<file path="src/rtl/write_back_if.sv">
// Execute-to-write-back handshake plus the data-memory store port.
// The master side is the environment (execute stage and memory), the slave side is write_back.
interface write_back_if;
    logic        in_valid;
    logic        in_hold;
    logic [31:0] in_pc;
    logic [4:0]  in_target_register;
    logic [4:0]  in_address_register;
    logic        in_is_writing_memory;
    logic [3:0]  in_flags;
    logic [31:0] in_target_value;
    logic [31:0] in_upper_value;
    logic [31:0] in_adjustment_value;
    logic        in_has_upper_value;
    logic        in_has_flushed;
    logic [31:0] mem_address;
    logic [31:0] mem_writedata;
    logic        mem_write;
    logic        mem_waitrequest;

    modport master (
        output in_valid, in_pc, in_target_register, in_address_register,
        output in_is_writing_memory, in_flags, in_target_value, in_upper_value,
        output in_adjustment_value, in_has_upper_value, in_has_flushed,
        output mem_waitrequest,
        input  in_hold, mem_address, mem_writedata, mem_write
    );

    modport slave (
        input  in_valid, in_pc, in_target_register, in_address_register,
        input  in_is_writing_memory, in_flags, in_target_value, in_upper_value,
        input  in_adjustment_value, in_has_upper_value, in_has_flushed,
        input  mem_waitrequest,
        output in_hold, mem_address, mem_writedata, mem_write
    );
endinterface

</file>
<file path="src/rtl/write_back.sv">
// Final pipeline stage: architectural register file, instruction retirement,
// wait-request data-memory stores and a same-cycle forwarding channel.
module write_back #(
    parameter int FLAGS_INDEX = 30
) (
    input  logic          clock,
    input  logic          reset,
    write_back_if.slave   bus,
    output logic [1023:0] registers,
    output logic          fb_is_valid,
    output logic [4:0]    fb_index,
    output logic [31:0]   fb_value,
    output logic          retired,
    output logic [31:0]   retired_pc
);

    localparam logic [4:0] FLAGS_IDX = 5'(FLAGS_INDEX);

    typedef enum logic [1:0] {
        READY,
        UPPER,
        STORE
    } state_t;

    state_t      state_q, state_d;
    logic [31:0] regs_q [32];
    logic [31:0] regs_d [32];
    logic [31:0] upper_value_q, upper_value_d;
    logic [4:0]  upper_index_q, upper_index_d;
    logic        pending_upper_q, pending_upper_d;
    logic [31:0] pc_q, pc_d;
    logic [31:0] mem_address_q, mem_address_d;
    logic [31:0] mem_writedata_q, mem_writedata_d;
    logic        mem_write_q, mem_write_d;
    logic        retired_q, retired_d;
    logic [31:0] retired_pc_q, retired_pc_d;

    always_ff @(posedge clock) begin
        if (reset) begin
            state_q         <= READY;
            for (int n = 0; n < 32; n++) regs_q[n] <= '0;
            upper_value_q   <= '0;
            upper_index_q   <= '0;
            pending_upper_q <= 1'b0;
            pc_q            <= '0;
            mem_address_q   <= '0;
            mem_writedata_q <= '0;
            mem_write_q     <= 1'b0;
            retired_q       <= 1'b0;
            retired_pc_q    <= '0;
        end else begin
            state_q         <= state_d;
            regs_q          <= regs_d;
            upper_value_q   <= upper_value_d;
            upper_index_q   <= upper_index_d;
            pending_upper_q <= pending_upper_d;
            pc_q            <= pc_d;
            mem_address_q   <= mem_address_d;
            mem_writedata_q <= mem_writedata_d;
            mem_write_q     <= mem_write_d;
            retired_q       <= retired_d;
            retired_pc_q    <= retired_pc_d;
        end
    end

    always_comb begin
        state_d         = state_q;
        regs_d          = regs_q;
        upper_value_d   = upper_value_q;
        upper_index_d   = upper_index_q;
        pending_upper_d = pending_upper_q;
        pc_d            = pc_q;
        mem_address_d   = mem_address_q;
        mem_writedata_d = mem_writedata_q;
        mem_write_d     = mem_write_q;
        retired_d       = 1'b0;
        retired_pc_d    = retired_pc_q;
        fb_is_valid     = 1'b0;
        fb_index        = bus.in_target_register;
        fb_value        = bus.in_target_value;

        unique case (state_q)
            READY: begin
                fb_is_valid = bus.in_valid & ~bus.in_has_flushed & ~bus.in_is_writing_memory;
                if (bus.in_valid && !bus.in_has_flushed) begin
                    pc_d            = bus.in_pc;
                    upper_value_d   = bus.in_upper_value;
                    upper_index_d   = bus.in_target_register + 5'd1;
                    pending_upper_d = bus.in_has_upper_value;
                    regs_d[FLAGS_IDX][30:27] = bus.in_flags;
                    if (bus.in_is_writing_memory) begin
                        // Address comes from the pre-edge register file, never the bypass.
                        mem_address_d   = regs_q[bus.in_address_register] + bus.in_adjustment_value;
                        mem_writedata_d = bus.in_target_value;
                        mem_write_d     = 1'b1;
                        state_d         = STORE;
                    end else begin
                        // Ordered after the flags merge so a direct write to the flags register wins.
                        regs_d[bus.in_target_register] = bus.in_target_value;
                        if (bus.in_has_upper_value) begin
                            state_d = UPPER;
                        end else begin
                            retired_d    = 1'b1;
                            retired_pc_d = bus.in_pc;
                        end
                    end
                end
            end
            UPPER: begin
                fb_is_valid           = 1'b1;
                fb_index              = upper_index_q;
                fb_value              = upper_value_q;
                regs_d[upper_index_q] = upper_value_q;
                pending_upper_d       = 1'b0;
                state_d               = READY;
                retired_d             = 1'b1;
                retired_pc_d          = pc_q;
            end
            STORE: begin
                if (!bus.mem_waitrequest) begin
                    mem_write_d = 1'b0;
                    if (pending_upper_q) begin
                        state_d = UPPER;
                    end else begin
                        state_d      = READY;
                        retired_d    = 1'b1;
                        retired_pc_d = pc_q;
                    end
                end
            end
            default: state_d = READY;
        endcase

        if (fb_index == 5'd0) fb_is_valid = 1'b0;
        // Register 0 is hardwired, which also swallows upper writes that wrap past r31.
        regs_d[0] = '0;
    end

    for (genvar n = 0; n < 32; n++) begin : g_regs
        assign registers[32*n +: 32] = regs_q[n];
    end

    assign bus.in_hold       = (state_q != READY);
    assign bus.mem_address   = mem_address_q;
    assign bus.mem_writedata = mem_writedata_q;
    assign bus.mem_write     = mem_write_q;
    assign retired           = retired_q;
    assign retired_pc        = retired_pc_q;

endmodule

</file>
<file path="src/flat_wrapper.sv">
// flat-port wrapper written by rule: the top's interface ports become plain ports
module write_back_flat 
#(
    parameter int FLAGS_INDEX = 30
)
  (clock, reset, registers, fb_is_valid, fb_index, fb_value, retired, retired_pc, bus_in_valid, bus_in_pc, bus_in_target_register, bus_in_address_register, bus_in_is_writing_memory, bus_in_flags, bus_in_target_value, bus_in_upper_value, bus_in_adjustment_value, bus_in_has_upper_value, bus_in_has_flushed, bus_mem_waitrequest, bus_in_hold, bus_mem_address, bus_mem_writedata, bus_mem_write);
  write_back_if bus_i ();
  input  logic clock;
  input  logic reset;
  output logic [1023:0] registers;
  output logic fb_is_valid;
  output logic [4:0] fb_index;
  output logic [31:0] fb_value;
  output logic retired;
  output logic [31:0] retired_pc;
  input wire logic [$bits(bus_i.in_valid)-1:0] bus_in_valid;
  input wire logic [$bits(bus_i.in_pc)-1:0] bus_in_pc;
  input wire logic [$bits(bus_i.in_target_register)-1:0] bus_in_target_register;
  input wire logic [$bits(bus_i.in_address_register)-1:0] bus_in_address_register;
  input wire logic [$bits(bus_i.in_is_writing_memory)-1:0] bus_in_is_writing_memory;
  input wire logic [$bits(bus_i.in_flags)-1:0] bus_in_flags;
  input wire logic [$bits(bus_i.in_target_value)-1:0] bus_in_target_value;
  input wire logic [$bits(bus_i.in_upper_value)-1:0] bus_in_upper_value;
  input wire logic [$bits(bus_i.in_adjustment_value)-1:0] bus_in_adjustment_value;
  input wire logic [$bits(bus_i.in_has_upper_value)-1:0] bus_in_has_upper_value;
  input wire logic [$bits(bus_i.in_has_flushed)-1:0] bus_in_has_flushed;
  input wire logic [$bits(bus_i.mem_waitrequest)-1:0] bus_mem_waitrequest;
  output wire logic [$bits(bus_i.in_hold)-1:0] bus_in_hold;
  output wire logic [$bits(bus_i.mem_address)-1:0] bus_mem_address;
  output wire logic [$bits(bus_i.mem_writedata)-1:0] bus_mem_writedata;
  output wire logic [$bits(bus_i.mem_write)-1:0] bus_mem_write;
  assign bus_i.in_valid = bus_in_valid;
  assign bus_i.in_pc = bus_in_pc;
  assign bus_i.in_target_register = bus_in_target_register;
  assign bus_i.in_address_register = bus_in_address_register;
  assign bus_i.in_is_writing_memory = bus_in_is_writing_memory;
  assign bus_i.in_flags = bus_in_flags;
  assign bus_i.in_target_value = bus_in_target_value;
  assign bus_i.in_upper_value = bus_in_upper_value;
  assign bus_i.in_adjustment_value = bus_in_adjustment_value;
  assign bus_i.in_has_upper_value = bus_in_has_upper_value;
  assign bus_i.in_has_flushed = bus_in_has_flushed;
  assign bus_i.mem_waitrequest = bus_mem_waitrequest;
  assign bus_in_hold = bus_i.in_hold;
  assign bus_mem_address = bus_i.mem_address;
  assign bus_mem_writedata = bus_i.mem_writedata;
  assign bus_mem_write = bus_i.mem_write;
  write_back #(.FLAGS_INDEX(FLAGS_INDEX)) u_core (.clock(clock), .reset(reset), .bus(bus_i), .registers(registers), .fb_is_valid(fb_is_valid), .fb_index(fb_index), .fb_value(fb_value), .retired(retired), .retired_pc(retired_pc));
endmodule
</file>
<file path="config.mk">
export PLATFORM = sky130hd
export DESIGN_NAME = write_back_flat
export DESIGN_NICKNAME = d
export VERILOG_FILES = /design/src/rtl/write_back_if.sv /design/src/rtl/write_back.sv /design/src/flat_wrapper.sv
export SDC_FILE = /design/constraint.sdc
export NUM_CORES = 2
export LEC_CHECK = 0
export BUFFER_PORTS_ARGS = -buffer_cell sky130_fd_sc_hd__buf_2
export CORE_AREA = 2 2 514 516
export DETAILED_ROUTE_END_ITERATION = 10
export DIE_AREA = 0 0 516 518
export PLACE_DENSITY = 0.48
export SLEW_MARGIN = 20
export SYNTH_ARGS = -nofsm -noshare
export SYNTH_HDL_FRONTEND = slang
export SYNTH_SLANG_ARGS = --single-unit
</file>
<file path="constraint.sdc">
create_clock -name clock -period 6.1 [get_ports clock]
set_clock_uncertainty 0.1 [all_clocks]
set_input_delay 0.915 -clock clock [delete_from_list [all_inputs] [get_ports clock]]
set_output_delay 0.915 -clock clock [all_outputs]
set_load 0.01 [all_outputs]
</file>
== Yosys cells after proc, flatten, opt, wreduce, memory -nomap -nowiden ==
Cells that the tools add are included.

* Flip-flop bits (word level): 1162
* Input port bits: 149
* Output and inout bits: 1161
* Logic and storage cells: 122

* Add/sub/neg operators: 2
* $lt $le $gt $ge: 5
* Equality and inequality tests: 9
* Multiplexer cells: 40
* Bitwise logic cells: 7
* Reductions and logical operators: 17

{| class="wikitable"
|+ Operator list
! kind !! number
|-
| 1024-bit bitwise mux || 2
|-
| 992-bit two-way mux || 2
|-
| 992-bit case mux with 2 select lines || 1
|-
| 32-bit demux with 5-bit select || 2
|-
| 32-bit two-way mux || 10
|-
| 32-bit binary-select mux with 5-bit select || 1
|-
| 32-bit case mux with 3 select lines || 1
|-
| 32-bit adder || 1
|-
| 6-bit greater-or-equal comparator (second input constant) || 3
|-
| 5-bit NOT with 6-bit output || 3
|-
| 6-bit by 1-bit < comparator with 1-bit output (second input constant) || 2
|-
| 1-bit two-way mux || 11
|-
| 2-bit inequality test (second input constant) || 5
|-
| 3-bit AND reduction || 3
|-
| 2-bit two-way mux || 4
|-
| 1-bit case mux with 2 select lines || 3
|-
| 6-bit AND reduction || 1
|-
| 2-bit nonzero test || 3
|-
| 5-bit by 1-bit adder with 5-bit output (second input constant) || 1
|-
| 5-bit logical NOT || 1
|-
| 5-bit two-way mux || 1
|-
| 2-bit case mux with 2 select lines || 1
|-
| 2-bit AND reduction || 2
|-
| 4-bit AND reduction || 1
|-
| 11 further kinds || 15
|}

== Logic depth before layout (Yosys ltp) ==
* Depth in word-level cells: 9
* Depth in mapped cells: 19
* Depth with buffers taken out: 16

== Worst setup path after synthesis ==
OpenSTA, ideal clock, no wires.

* Path kind: in2reg
* Start: input port bus_in_address_register[1]
* End: register u_core.mem_address_q[31], in the netlist u_core.bus.mem_address[31]
* Library setup time: 136 ps
* Data arrival time: 4951 ps
* Required time: 5864 ps
* Path slack: 913 ps
* Stages: 18
* Cell sequence: buf_2 > buf_2 > clkbuf_1 > buf_1 > mux4_2 > mux4_2 > mux2_2 > ha_1 > buf_6 > a21o_1 > a21o_1 > a21o_1 > a2111oi_2 > nor2_1 > a211o_1 > a31oi_2 > xnor2_1 > a211oi_2

* Longest elaborated chain between the ends: 5

{| class="wikitable"
|+ Ends and longest elaborated chain
! item !! RTL line !! source
|-
| from (decl) || flat_wrapper.sv:19 || <nowiki>input wire logic [$bits(bus_i.in_address_register)-1:0] bus_in_address_register;</nowiki>
|-
| 5-bit NOT with 6-bit output (implied by the code) || write_back.sv:93 || <nowiki>mem_address_d = regs_q[bus.in_address_register] + bus.in_adjustment_value;</nowiki>
|-
| 32-bit binary-select mux with 5-bit select || write_back.sv:93 ||
|-
| 32-bit two-way mux (implied by the code) (2 in series) || write_back.sv:93 ||
|-
| 32-bit adder || write_back.sv:93 ||
|-
| to (signal assigned) || write_back.sv:58 || <nowiki>mem_address_q <= mem_address_d;</nowiki>
|-
| to (decl) || write_back.sv:32 || <nowiki>logic [31:0] mem_address_q, mem_address_d;</nowiki>
|}

No other way between the ends. The select of a mux whose other input is x is not followed.
A chain may end at the register's enable or synchronous reset.

== Worst setup path after layout ==
* Start: input port bus_in_address_register[0]
* End: register u_core.mem_address_q[25], in the netlist u_core.bus.mem_address[25]

The elaborated chain is that of the path after synthesis.

==> impl_metrics.toml <==
[worst_setup_path]
path_class = "in2reg"
crit_chain = "buf_8 -> buf_12 -> mux4_2 -> mux4_2 -> mux2_2 -> ha_1 -> nand3_1 -> nor2_1 -> o21ai_1 -> o2111ai_1 -> o211ai_1 -> o31ai_1 -> buf_4 -> a21o_1 -> nor4b_1 -> a211o_1"
endpoint_kind = "register"
cp_common_cell = "sky130_fd_sc_hd__mux4_2"
worst-r2r-cell-count = 16
worst_setup_path_start_kind = "input port"
critPathSlowestCell = "sky130_fd_sc_hd__mux4_2"
crit_arrival_ns = 5.62
timing.critical_path.slowest_cell_delay_ns = 0.64
timing.critical_path.fanout_max = 29
worst_r2r_startpoint = "u_core.registers[288]$_SDFFE_PP0P_"
r2r-end = "u_core.bus.mem_address[30]$_SDFFE_PP0P_"
worst-endpoint-required_ns = 6.72
regToRegSetupSlack_ns = 1.44

[timing]
worstMarginPinSlew_ns = 1.31
slew_viol_final = 0
max_freq_mhz = 200
period_share_pct = 81.9
timing.final.hold_violations = 0
rsz0062_at_grt = "false"
totalNegativeSetupSlack_ns = 0
max_slew_margin_pct = 12.9
finalSetupViolCount = 0
post-route-min-period_ns = 5.00

[yosys]
cell_area_after_synthesis_mm2 = 0.0578
avgSynthCellArea_um2 = 8.77
post_syn_instances = 6585
yosysSeqAreaShare_pct = 40.3
synthesis.yosys.warnings = 0
synth_cell_type_count = 69
synth_ff_type = "sky130_fd_sc_hd__dfxtp_1"
synth-edff-count = 0
asyncSetResetFlopFracSynth_pct = 0
register_bit_total_from_synthesis = 1162

[clocking]
numCtsBuffers = 151
clkSinkCount = 1162
cts_resizes = 0
clkTransAtPathRegs_ns = 0.06
clock_path_buffers = 3
hold_buffers = 0
cts_setup_buffers = 0
tritoncts_clock_tree = "yes"
clock-root-buffer = "sky130_fd_sc_hd__clkbuf_16"
cts-htree-levels = 4
clock_insertion_delay_worst_skew_ns = 0.85

[power_and_ir_drop]
clock_power_share_pct = 36.0
combinationalPowerShare_pct = 27.1
sequentialPowerShare_pct = 36.9
internal_power_uw = 16400
pwr_density_cell_mw_per_mm2 = 364
power_leakage_uw = 0.0279
irDropWorstVdd_mv = 0.295
p_sw_uw = 10300
power_switching_share_pct = 38.4

[die]
design.core.area_mm2 = 0.262
die-area_mm2 = 0.267
die_x_um = 516
boundaryPins = 1310
placement_rows = 188
initial_utilization_pct = 22.1
die-height_um = 518

[grt]
globalRouteTotalUtil_pct = 31.0
grt_remaining_overflow = 0
grt_pass1_wl_um = 572000
grt_max_degree = 187
grt_antenna_before_repair = 46
first_global_vias = 57765

[cells_and_area]
postLayoutCoreUtil_pct = 28.1
layout-drive-gt1-share_pct = 30.0
area_of_the_multi_input_gates_mm2 = 0.0317
area.sequential_mm2 = 0.0233
nNetsFinal = 7588
flow.area_growth_from_synthesis_pct = 27.1
fill_cells = 28006

[placement]
dp_hpwl_um = 320000
place.gp.congestion = 0.973
io_port_bufs = 1277

[hold_path]
hold-path-cell-count = 3
timing.hold.worst.class = "in2reg"
hold_path_end = "u_core.upper_value_q[12]$_SDFFE_PP0P_"
hold_path_startpoint = "bus_in_upper_value[12]"

[detailed_routing]
drt-wirelength-per-cell_um = 39.2
post-route-drc-count = 0
routed-via-count = 64758
first_pass_iters = 6
ant_nets = 0
drt-vias-per-instance = 5.86
wl_um = 433000
drt_iter0_drc = 10015

[job]
cap_violations = 0

[run_status]
outcome = "finished, final reports clean"
cells by family (layout without fill, tap and decap cells):
kind of cell | after synthesis | in the layout | share of synthesized area (%)
compound gates | 2365 | 2365 | 27.7
simple gates | 1653 | 1653 | 11.2
flops | 1162 | 1162 | 40.3
buf+inv | 941 | 1843 | 6.47
mux | 397 | 397 | 13.2
fa+ha+maj | 40 | 40 | 0.879
xor+xnor | 26 | 26 | 0.394
other cells | 1 | 51 | 0.00649
cells in the mapped netlist, types with 3 or more instances:
library cell	count	share of area [%]
sky130_fd_sc_hd__nor2b_1	15	0.16
sky130_fd_sc_hd__nand3_1	26	0.23
sky130_fd_sc_hd__buf_4	33	0.43
sky130_fd_sc_hd__and2_1	5	0.054
sky130_fd_sc_hd__xnor2_1	12	0.18
sky130_fd_sc_hd__o21a_1	3	0.039
sky130_fd_sc_hd__or4_1	3	0.039
sky130_fd_sc_hd__xor2_1	14	0.21
sky130_fd_sc_hd__buf_2	57	0.49
sky130_fd_sc_hd__o21ai_0	438	3.8
sky130_fd_sc_hd__clkbuf_1	781	5.1
sky130_fd_sc_hd__a22o_1	31	0.47
sky130_fd_sc_hd__o22ai_1	99	1.1
sky130_fd_sc_hd__inv_1	44	0.29
sky130_fd_sc_hd__mux2_1	13	0.25
sky130_fd_sc_hd__mux2_2	55	1.1
sky130_fd_sc_hd__a221oi_1	5	0.076
sky130_fd_sc_hd__dfxtp_1	1162	40
sky130_fd_sc_hd__and3_1	7	0.076
sky130_fd_sc_hd__o31ai_1	3	0.039
sky130_fd_sc_hd__mux2i_1	45	0.78
sky130_fd_sc_hd__o221ai_1	866	13
sky130_fd_sc_hd__ha_1	39	0.84
sky130_fd_sc_hd__nand2_1	558	3.6
sky130_fd_sc_hd__nor3b_1	3	0.039
sky130_fd_sc_hd__a221o_1	4	0.069
sky130_fd_sc_hd__nand2b_1	9	0.097
sky130_fd_sc_hd__nor2_1	998	6.5
sky130_fd_sc_hd__a211oi_1	72	0.94
sky130_fd_sc_hd__o21bai_1	6	0.078
sky130_fd_sc_hd__o21ai_1	494	4.3
sky130_fd_sc_hd__a21oi_1	277	2.4
sky130_fd_sc_hd__a21o_1	15	0.19
sky130_fd_sc_hd__mux4_2	284	11
sky130_fd_sc_hd__nor3b_2	3	0.065
sky130_fd_sc_hd__buf_1	23	0.15
sky130_fd_sc_hd__a221oi_2	27	0.70
sky130_fd_sc_hd__nand4_1	5	0.054
sky130_fd_sc_hd__a311oi_1	3	0.045
sky130_fd_sc_hd__nor3_1	11	0.095
through the flow:
step	cell area, um2	total power [uW]	hold WS, ns	setup WS (ns)	std cells
after global placement	68200	17000	0.338	0.205	10760
after CTS	73400	26600	0.141	1.09	11032
after floorplan	57900	13000	0.336	0.913	6616
after global routing	73400	27500	0.188	0.837	11037
after detailed placement	68200	17100	0.343	0.195	10760
final	73400	26700	0.211	1.10	11052
power by group through the flow:
stage	sequential (uW)	combinational [uW]	clock (uW)
after floorplan	9540	3480	0
after global placement	9970	7050	0
after detailed placement	9930	7130	0
after CTS	9770	7160	9710
after global routing	9850	7670	10000
final	9860	7230	9620
worst max path at each step:
stage,depth (start not counted),startpoint,end,slack (ns)
3_5_place_dp,16,bus_in_address_register[0],u_core.bus.mem_address[30]$_SDFFE_PP0P_,0.19
2_1_floorplan,18,bus_in_address_register[1],u_core.bus.mem_address[31]$_SDFFE_PP0P_,0.91
6_report,16,bus_in_address_register[0],u_core.bus.mem_address[25]$_SDFFE_PP0P_,1.10
5_1_grt,16,bus_in_address_register[0],u_core.bus.mem_address[25]$_SDFFE_PP0P_,0.84
4_1_cts,16,bus_in_address_register[0],u_core.bus.mem_address[30]$_SDFFE_PP0P_,1.09
3_3_place_gp,16,bus_in_address_register[0],u_core.bus.mem_address[30]$_SDFFE_PP0P_,0.20
cell type report:
cell class              instances  area share [%]
repair buffers               1526            11.9
multi-input cells            4513            43.1
inverters                      45           0.230
well taps                    3515            5.99
clock buffers                 216            5.93
clock inverters                56            1.14
flip-flops and latches       1162            31.7
diodes                         19          0.0647
state kept, by name (all words and copies together) (netlist names), 2 cells and up:
name,cells
u_core.bus.mem_address,32
u_core.bus.mem_writedata,32
u_core.pc_q,32
u_core.registers,992
u_core.retired_pc,32
u_core.state_q,2
u_core.upper_index_q,5
u_core.upper_value_q,32
worst max-delay path: cells and delay by family:
family | cells | cell delay, ns
multiplexers | 3 | 1.52
AND/OR/NAND/NOR | 3 | 0.32
buffers and inverters | 3 | 0.77
adder cells (fa/ha/maj) | 1 | 0.40
AO/OA/AOI/OAI | 6 | 1.49
layout by cell type (no fill, tap or decap), types with 9 or more instances in the layout:
cell and count:
sky130_fd_sc_hd__a21oi_1 276, sky130_fd_sc_hd__xor2_1 14, sky130_fd_sc_hd__nor2_1 996, sky130_fd_sc_hd__o21ai_1 494, sky130_fd_sc_hd__o21ai_0 438, sky130_fd_sc_hd__inv_1 44
sky130_fd_sc_hd__o22ai_1 99, sky130_fd_sc_hd__dfxtp_1 1162, sky130_fd_sc_hd__nor2b_1 14, sky130_fd_sc_hd__nor3_1 11, sky130_fd_sc_hd__buf_12 33, sky130_fd_sc_hd__nand3_2 14
sky130_fd_sc_hd__a22o_1 31, sky130_fd_sc_hd__mux4_2 284, sky130_fd_sc_hd__diode_2 19, sky130_fd_sc_hd__clkbuf_8 31, sky130_fd_sc_hd__nand2_1 472, sky130_fd_sc_hd__mux2_2 55
sky130_fd_sc_hd__a221oi_4 31, sky130_fd_sc_hd__nand2_2 82, sky130_fd_sc_hd__nand3_1 11, sky130_fd_sc_hd__nand2b_1 9, sky130_fd_sc_hd__clkbuf_1 33, sky130_fd_sc_hd__mux2_1 13
sky130_fd_sc_hd__ha_1 37, sky130_fd_sc_hd__xnor2_1 12, sky130_fd_sc_hd__clkinv_2 19, sky130_fd_sc_hd__clkinvlp_4 10, sky130_fd_sc_hd__mux2i_1 45, sky130_fd_sc_hd__a211oi_1 72
sky130_fd_sc_hd__conb_1 32, sky130_fd_sc_hd__o221ai_1 866, sky130_fd_sc_hd__a21o_1 15, sky130_fd_sc_hd__bufinv_16 12, sky130_fd_sc_hd__buf_2 1272, sky130_fd_sc_hd__buf_4 217
sky130_fd_sc_hd__clkbuf_16 152
layer usage:
metal	wire, um	GRT usage [%]	vias to the layer above
met5	147	0	-
met4	24400	14.6	22
met3	54500	11.0	862
met2	180000	44.8	5029
met1	174000	40.7	32460
li1	-	-	26385
Note: power is estimated with default switching activity, not from simulation.
